File: config.mk
export PLATFORM = sky130hd
export DESIGN_NAME = cc_fifo_ctrl_flat
export DESIGN_NICKNAME = d
export VERILOG_FILES = /design/src/rtl/cc_fifo_ctrl_if.sv /design/src/rtl/cc_fifo_ctrl.sv /design/src/flat_wrapper.sv
export SDC_FILE = /design/constraint.sdc
export NUM_CORES = 1
export LEC_CHECK = 0
export BUFFER_PORTS_ARGS = -buffer_cell sky130_fd_sc_hd__buf_2
export CORE_AREA = 8 8 163 279
export CTS_BUF_LIST = sky130_fd_sc_hd__clkbuf_16
export CTS_CLUSTER_DIAMETER = 50
export CTS_CLUSTER_SIZE = 40
export DETAILED_ROUTE_END_ITERATION = 12
export DIE_AREA = 0 0 171 287
export PLACE_DENSITY = 0.77
export SETUP_SLACK_MARGIN = 0.5
export SLEW_MARGIN = 20
export SYNTH_ARGS = -nofsm -noshare
export SYNTH_HDL_FRONTEND = slang
export SYNTH_SLANG_ARGS = --single-unit
File: constraint.sdc
create_clock -name clk -period 10.9 [get_ports clk]
set_input_delay 2.18 -clock clk [delete_from_list [all_inputs] [get_ports clk]]
set_output_delay 2.18 -clock clk [all_outputs]
set_load 0.02 [all_outputs]
File: src/rtl/cc_fifo_ctrl_if.sv
// Producer/consumer bundle for cc_fifo_ctrl: control, write side, read side, status and error flags.
// master = the logic driving the FIFO; slave = the FIFO itself.
interface cc_fifo_ctrl_if #(
  parameter int DATA_WIDTH = 32,
  parameter int CNT_W      = 5
);
  logic                  flush_i;
  logic [CNT_W-1:0]      afull_thr_i;
  logic [CNT_W-1:0]      aempty_thr_i;
  logic                  wren_i;
  logic [DATA_WIDTH-1:0] wdata_i;
  logic                  full_o;
  logic                  afull_o;
  logic                  rden_i;
  logic [DATA_WIDTH-1:0] rdata_o;
  logic                  rvalid_o;
  logic                  empty_o;
  logic                  aempty_o;
  logic [CNT_W-1:0]      count_o;
  logic                  err_clr_i;
  logic                  ovf_o;
  logic                  udf_o;

  modport master (
    output flush_i, afull_thr_i, aempty_thr_i, wren_i, wdata_i, rden_i, err_clr_i,
    input  full_o, afull_o, rdata_o, rvalid_o, empty_o, aempty_o, count_o, ovf_o, udf_o
  );

  modport slave (
    input  flush_i, afull_thr_i, aempty_thr_i, wren_i, wdata_i, rden_i, err_clr_i,
    output full_o, afull_o, rdata_o, rvalid_o, empty_o, aempty_o, count_o, ovf_o, udf_o
  );
endinterface

File: src/rtl/cc_fifo_ctrl.sv
// Synchronous FIFO with programmable almost-full/empty, occupancy count, flush and sticky
// overflow/underflow flags; read data is fall-through (OUTPUT_REG=0) or registered (OUTPUT_REG=1).
module cc_fifo_ctrl #(
  parameter int FIFO_DEPTH = 16,
  parameter int DATA_WIDTH = 32,
  parameter int OUTPUT_REG = 0
) (
  input logic           clk,
  input logic           rst,
  cc_fifo_ctrl_if.slave fifo_if
);
  localparam int CNT_W = $clog2(FIFO_DEPTH) + 1;
  localparam int AW    = CNT_W - 1;

  logic [DATA_WIDTH-1:0] mem_q [FIFO_DEPTH];

  logic [CNT_W-1:0] wrptr_q, wrptr_d;
  logic [CNT_W-1:0] rdptr_q, rdptr_d;
  logic [CNT_W-1:0] count_q, count_d;
  logic             full_q, full_d;
  logic             empty_q, empty_d;
  logic             ovf_q, ovf_d;
  logic             udf_q, udf_d;

  logic wr_acc;
  logic rd_acc;
  logic wr_commit;
  logic rd_commit;

  // Acceptance looks only at registered flags so there is no input-to-flag combinational path.
  assign wr_acc    = fifo_if.wren_i & ~full_q;
  assign rd_acc    = fifo_if.rden_i & ~empty_q;
  assign wr_commit = wr_acc & ~fifo_if.flush_i;
  assign rd_commit = rd_acc & ~fifo_if.flush_i;

  always_comb begin
    wrptr_d = wrptr_q;
    rdptr_d = rdptr_q;
    count_d = count_q;
    full_d  = full_q;
    empty_d = empty_q;
    if (fifo_if.flush_i) begin
      wrptr_d = '0;
      rdptr_d = '0;
      count_d = '0;
      full_d  = 1'b0;
      empty_d = 1'b1;
    end else begin
      wrptr_d = wrptr_q + CNT_W'(wr_acc);
      rdptr_d = rdptr_q + CNT_W'(rd_acc);
      count_d = wrptr_d - rdptr_d;
      empty_d = (wrptr_d == rdptr_d);
      full_d  = (wrptr_d[AW] != rdptr_d[AW]) && (wrptr_d[AW-1:0] == rdptr_d[AW-1:0]);
    end
  end

  // A flushed cycle discards its request, so it can never raise an error; a new error beats err_clr_i.
  always_comb begin
    ovf_d = (ovf_q & ~fifo_if.err_clr_i) | (fifo_if.wren_i & full_q  & ~fifo_if.flush_i);
    udf_d = (udf_q & ~fifo_if.err_clr_i) | (fifo_if.rden_i & empty_q & ~fifo_if.flush_i);
  end

  always_ff @(posedge clk) begin
    if (rst) begin
      wrptr_q <= '0;
      rdptr_q <= '0;
      count_q <= '0;
      full_q  <= 1'b0;
      empty_q <= 1'b1;
      ovf_q   <= 1'b0;
      udf_q   <= 1'b0;
    end else begin
      wrptr_q <= wrptr_d;
      rdptr_q <= rdptr_d;
      count_q <= count_d;
      full_q  <= full_d;
      empty_q <= empty_d;
      ovf_q   <= ovf_d;
      udf_q   <= udf_d;
    end
  end

  always_ff @(posedge clk) begin
    if (!rst && wr_commit) begin
      mem_q[wrptr_q[AW-1:0]] <= fifo_if.wdata_i;
    end
  end

  assign fifo_if.full_o   = full_q;
  assign fifo_if.empty_o  = empty_q;
  assign fifo_if.count_o  = count_q;
  assign fifo_if.ovf_o    = ovf_q;
  assign fifo_if.udf_o    = udf_q;
  assign fifo_if.afull_o  = (count_q >= fifo_if.afull_thr_i);
  assign fifo_if.aempty_o = (count_q <= fifo_if.aempty_thr_i);

  if (OUTPUT_REG != 0) begin : g_reg
    logic [DATA_WIDTH-1:0] rdata_q, rdata_d;
    logic                  rvalid_q, rvalid_d;

    always_comb begin
      rdata_d  = rdata_q;
      rvalid_d = rd_commit;
      if (rd_commit) begin
        rdata_d = mem_q[rdptr_q[AW-1:0]];
      end
    end

    always_ff @(posedge clk) begin
      if (rst) begin
        rdata_q  <= '0;
        rvalid_q <= 1'b0;
      end else begin
        rdata_q  <= rdata_d;
        rvalid_q <= rvalid_d;
      end
    end

    assign fifo_if.rdata_o  = rdata_q;
    assign fifo_if.rvalid_o = rvalid_q;
  end else begin : g_fwft
    assign fifo_if.rdata_o  = mem_q[rdptr_q[AW-1:0]];
    assign fifo_if.rvalid_o = ~empty_q;
  end
endmodule

File: src/flat_wrapper.sv
// flat-port wrapper written by rule: the top's interface ports become plain ports
module cc_fifo_ctrl_flat 
#(
  parameter int FIFO_DEPTH = 16,
  parameter int DATA_WIDTH = 32,
  parameter int OUTPUT_REG = 0
)
  (clk, rst, fifo_if_flush_i, fifo_if_afull_thr_i, fifo_if_aempty_thr_i, fifo_if_wren_i, fifo_if_wdata_i, fifo_if_rden_i, fifo_if_err_clr_i, fifo_if_full_o, fifo_if_afull_o, fifo_if_rdata_o, fifo_if_rvalid_o, fifo_if_empty_o, fifo_if_aempty_o, fifo_if_count_o, fifo_if_ovf_o, fifo_if_udf_o);
  cc_fifo_ctrl_if #(.DATA_WIDTH(DATA_WIDTH), .CNT_W((5))) fifo_if_i ();
  input logic clk;
  input logic rst;
  input wire logic [$bits(fifo_if_i.flush_i)-1:0] fifo_if_flush_i;
  input wire logic [$bits(fifo_if_i.afull_thr_i)-1:0] fifo_if_afull_thr_i;
  input wire logic [$bits(fifo_if_i.aempty_thr_i)-1:0] fifo_if_aempty_thr_i;
  input wire logic [$bits(fifo_if_i.wren_i)-1:0] fifo_if_wren_i;
  input wire logic [$bits(fifo_if_i.wdata_i)-1:0] fifo_if_wdata_i;
  input wire logic [$bits(fifo_if_i.rden_i)-1:0] fifo_if_rden_i;
  input wire logic [$bits(fifo_if_i.err_clr_i)-1:0] fifo_if_err_clr_i;
  output wire logic [$bits(fifo_if_i.full_o)-1:0] fifo_if_full_o;
  output wire logic [$bits(fifo_if_i.afull_o)-1:0] fifo_if_afull_o;
  output wire logic [$bits(fifo_if_i.rdata_o)-1:0] fifo_if_rdata_o;
  output wire logic [$bits(fifo_if_i.rvalid_o)-1:0] fifo_if_rvalid_o;
  output wire logic [$bits(fifo_if_i.empty_o)-1:0] fifo_if_empty_o;
  output wire logic [$bits(fifo_if_i.aempty_o)-1:0] fifo_if_aempty_o;
  output wire logic [$bits(fifo_if_i.count_o)-1:0] fifo_if_count_o;
  output wire logic [$bits(fifo_if_i.ovf_o)-1:0] fifo_if_ovf_o;
  output wire logic [$bits(fifo_if_i.udf_o)-1:0] fifo_if_udf_o;
  assign fifo_if_i.flush_i = fifo_if_flush_i;
  assign fifo_if_i.afull_thr_i = fifo_if_afull_thr_i;
  assign fifo_if_i.aempty_thr_i = fifo_if_aempty_thr_i;
  assign fifo_if_i.wren_i = fifo_if_wren_i;
  assign fifo_if_i.wdata_i = fifo_if_wdata_i;
  assign fifo_if_i.rden_i = fifo_if_rden_i;
  assign fifo_if_i.err_clr_i = fifo_if_err_clr_i;
  assign fifo_if_full_o = fifo_if_i.full_o;
  assign fifo_if_afull_o = fifo_if_i.afull_o;
  assign fifo_if_rdata_o = fifo_if_i.rdata_o;
  assign fifo_if_rvalid_o = fifo_if_i.rvalid_o;
  assign fifo_if_empty_o = fifo_if_i.empty_o;
  assign fifo_if_aempty_o = fifo_if_i.aempty_o;
  assign fifo_if_count_o = fifo_if_i.count_o;
  assign fifo_if_ovf_o = fifo_if_i.ovf_o;
  assign fifo_if_udf_o = fifo_if_i.udf_o;
  cc_fifo_ctrl #(.FIFO_DEPTH(FIFO_DEPTH), .DATA_WIDTH(DATA_WIDTH), .OUTPUT_REG(OUTPUT_REG)) u_core (.clk(clk), .rst(rst), .fifo_if(fifo_if_i));
endmodule
==> metrics.md <==
| Metric | Value |
|---|---|
| H-tree levels | `1` |
| Starting density of the core | `49.3%` |
| Period utilization | `54.6%` |
| CP endpoint kind | `primary output` |
| TritonCTS buffer count | `26` |
| Vias per inst | `5.95` |
| Clk Latency, worst-skew pair | `0.59 ns` |
| Worst hold slack | `0.472 ns` |
| Post_cts resized | `0` |
| Fillers | `3022` |
| Outcome | `completed` |
| Synthesized Nets | `920` |
| Final slew viol count | `0` |
| Total vias in the final route | `9146` |
| Core ar. | `41600 um^2` |
| Sequential area share after synthesis | `76.8%` |
| R2R setup slack | `8.10 ns` |
| DP HPWL | `22.2 mm` |
| R2r worst-path depth | `7` |
| GPL Wtd Cong | `0.781` |
| Pwr dens | `159 nW/um^2` |
| Worst hold start | `u_core.fifo_if.ovf_o` |
| Drt pass-1 iters | `5` |
| Peak VDD IR | `0.000103 V` |
| Commonest non-fill, non-tap cell in the layout | `edfxtp_1` |
| Die Area | `49100 um^2` |
| Number of global-route vias before repair | `9402` |
| Total track usage | `16.9%` |
| Root Buffer | `clkbuf_16` |
| Routed WL | `41.3 mm` |
| Measured slew at the worst slew-check pin | `1.03 ns` |
| Global route total overflow | `0` |
| CP max FO | `52` |
| FFs w/ async S/R, synth | `0%` |
| Final ANT Viol Nets | `0` |
| Avg WL per Cell | `26.9 um` |
| Remaining DRCs | `0` |
| Netlist cell types | `37` |
| Post-CTS Setup Bufs | `0` |
| RSZ-0062 raised after global routing | `no` |
| Hold Crit Class | `register to register` |
| Worst reg2reg startpoint | `u_core.rdptr_q[1]` |
| Cell Area, Synth | `20500 um^2` |
| Setup TNS | `0 ns` |
| Final Hold Viols | `0` |
| Total power | `0.00363 W` |
| Final Net Count | `1023` |
| Crit path launch type | `register` |
| Hold path endpoint | `u_core.fifo_if.ovf_o` |
| Area grow syn2layout | `11.4%` |
| TritonCTS clock tree | `built` |
| Max Freq | `168 MHz` |
| Min Tclk post-route | `5.95 ns` |
| Main synth FF type | `edfxtp_1` |
| Commonest non-fill, non-tap cells in the layout | `edfxtp_1, mux4_2, buf_2` |
| Slew margin rel. | `31.6%` |
| CTS sink count | `531` |
| Synth Register Bits | `531` |
| Initial antenna violation count | `7` |
| 1st-iter DRT viols | `914` |
| # port buffers | `91` |
| Depth of the worst hold-timing path | `2` |
| First-pass GRT wire length | `60.6 mm` |
| WS Path Type | `register to primary output` |
| Die Height | `287 um` |
| Largest net degree at the start of global routing | `69` |
| Syn. warnings | `0` |
| EDFF count, synth | `512` |
| Avg Synthesized Cell Area | `23.9 um^2` |
| CTS Buffer Depth | `3` |
| Post-synthesis instance total | `857` |
| Clock-pin transition on the worst setup and hold timing paths | `0.10 ns` |
| Chip width | `171 um` |
| Hold-fix buffers, CTS | `0` |
| RR Endpoint | `u_core.fifo_if.count_o[4]` |
| # setup viols final | `0` |
| Post-Route Utilization | `54.9%` |
| Req. time, crit path | `8.72 ns` |
| Fraction of layout cells with a size suffix above 1 | `33.0%` |
| Max-cap viol count | `0` |
| Static leakage | `7.09 nW` |
| Skew final | `0.0239 ns` |
| Arrival time worst endpoint | `3.77 ns` |
| Io pins | `92` |
| Row cnt | `99` |
stage by stage:
step | area (um^2) | std cells | worst slack (ns)
after global placement | 21700 | 1486 | 5.18
after floorplan | 20500 | 857 | 5.16
after detailed placement | 21700 | 1486 | 5.16
after global routing | 22800 | 1537 | 4.72
final | 22800 | 1538 | 4.95
after CTS | 22800 | 1534 | 4.54
sequential cells by signal, indices dropped and copies added (netlist names):
name / flops
u_core.rdptr_q: 5
u_core.fifo_if.udf_o: 1
u_core.fifo_if.ovf_o: 1
u_core.fifo_if.full_o: 1
u_core.wrptr_q: 5
u_core.fifo_if.empty_o: 1
u_core.fifo_if.count_o: 5
u_core.mem_q: 512
cell usage after synthesis, types with 2 or more instances:
cell type  number  area share [%]
a21boi_0        2           0.073
a21o_1          4            0.15
a21oi_1         4           0.098
and2_1          3           0.092
buf_1           4           0.073
buf_2           8            0.20
buf_6          12            0.66
clkbuf_1       14            0.26
dfxtp_1        19             1.9
edfxtp_1      512              75
ha_1           15            0.92
inv_1          14            0.26
maj3_1          2           0.098
mux4_1         24             3.1
mux4_2        136              15
nand2_1         7            0.13
nand2b_1        6            0.18
nand3_1         8            0.20
nand3b_1        2           0.073
nor2_1         26            0.48
nor2b_1         2           0.061
nor3_1          5            0.12
o21a_1          4            0.15
or2_2           3           0.092
or4_1           2           0.073
xnor2_1         4            0.17
xor2_1          5            0.21
critical path, cell delays in order (launching register included):
cell     delay (ns)
dfxtp_4        0.59
buf_16         0.32
buf_4          0.81
mux4_1         0.69
mux4_2         0.48
buf_2          0.18
where the power goes:
group	internal [W]	total, W	switching [W]
clock	0.000540	0.00129	0.000754
sequential	0.00224	0.00224	0.00000320
combinational	0.0000358	0.0000941	0.0000583
total	0.00281	0.00363	0.000815
final cells by class:
type,count,area (um^2),share of cell area [%]
diodes,3,7.51,0.0329
clock buffers,27,676,2.96
clock inverters,21,442,1.93
inverters,14,52.6,0.230
multi-input cells,271,4540,19.9
flip-flops and latches,531,15800,69.0
well taps,555,694,3.04
repair buffers,116,663,2.90
how the worst max path moves through the flow:
stage	from	end	slack (ns)	cells after the start
2_1_floorplan	fifo_if_flush_i	u_core.mem_q[0][0]	5.16	4
3_3_place_gp	u_core.rdptr_q[0]	fifo_if_rdata_o[25]	5.18	4
3_5_place_dp	u_core.rdptr_q[0]	fifo_if_rdata_o[25]	5.16	4
4_1_cts	u_core.rdptr_q[0]	fifo_if_rdata_o[25]	4.54	4
5_1_grt	u_core.rdptr_q[0]	fifo_if_rdata_o[25]	4.72	5
6_report	u_core.rdptr_q[0]	fifo_if_rdata_o[16]	4.95	5
per-layer routing:
| metal | vias to the layer above | part of all wire, % | GRT usage, % |
|---|---|---|---|
| li1 | 3830 | - | - |
| met1 | 4891 | 38 | 21.6 |
| met2 | 338 | 52 | 28.7 |
| met3 | 81 | 7.1 | 3.08 |
| met4 | 6 | 2.7 | 5.50 |
| met5 | - | 0.082 | 0 |
cells by family after synthesis:
logic type	count (synthesis)	synth area share, %
compound gates	17	0.561
xor+xnor	9	0.384
fa+ha+maj	17	1.01
simple gates	67	1.59
buf+inv	55	1.57
mux	161	18.1
flops	531	76.8
Note: power is estimated with default switching activity, not from simulation.
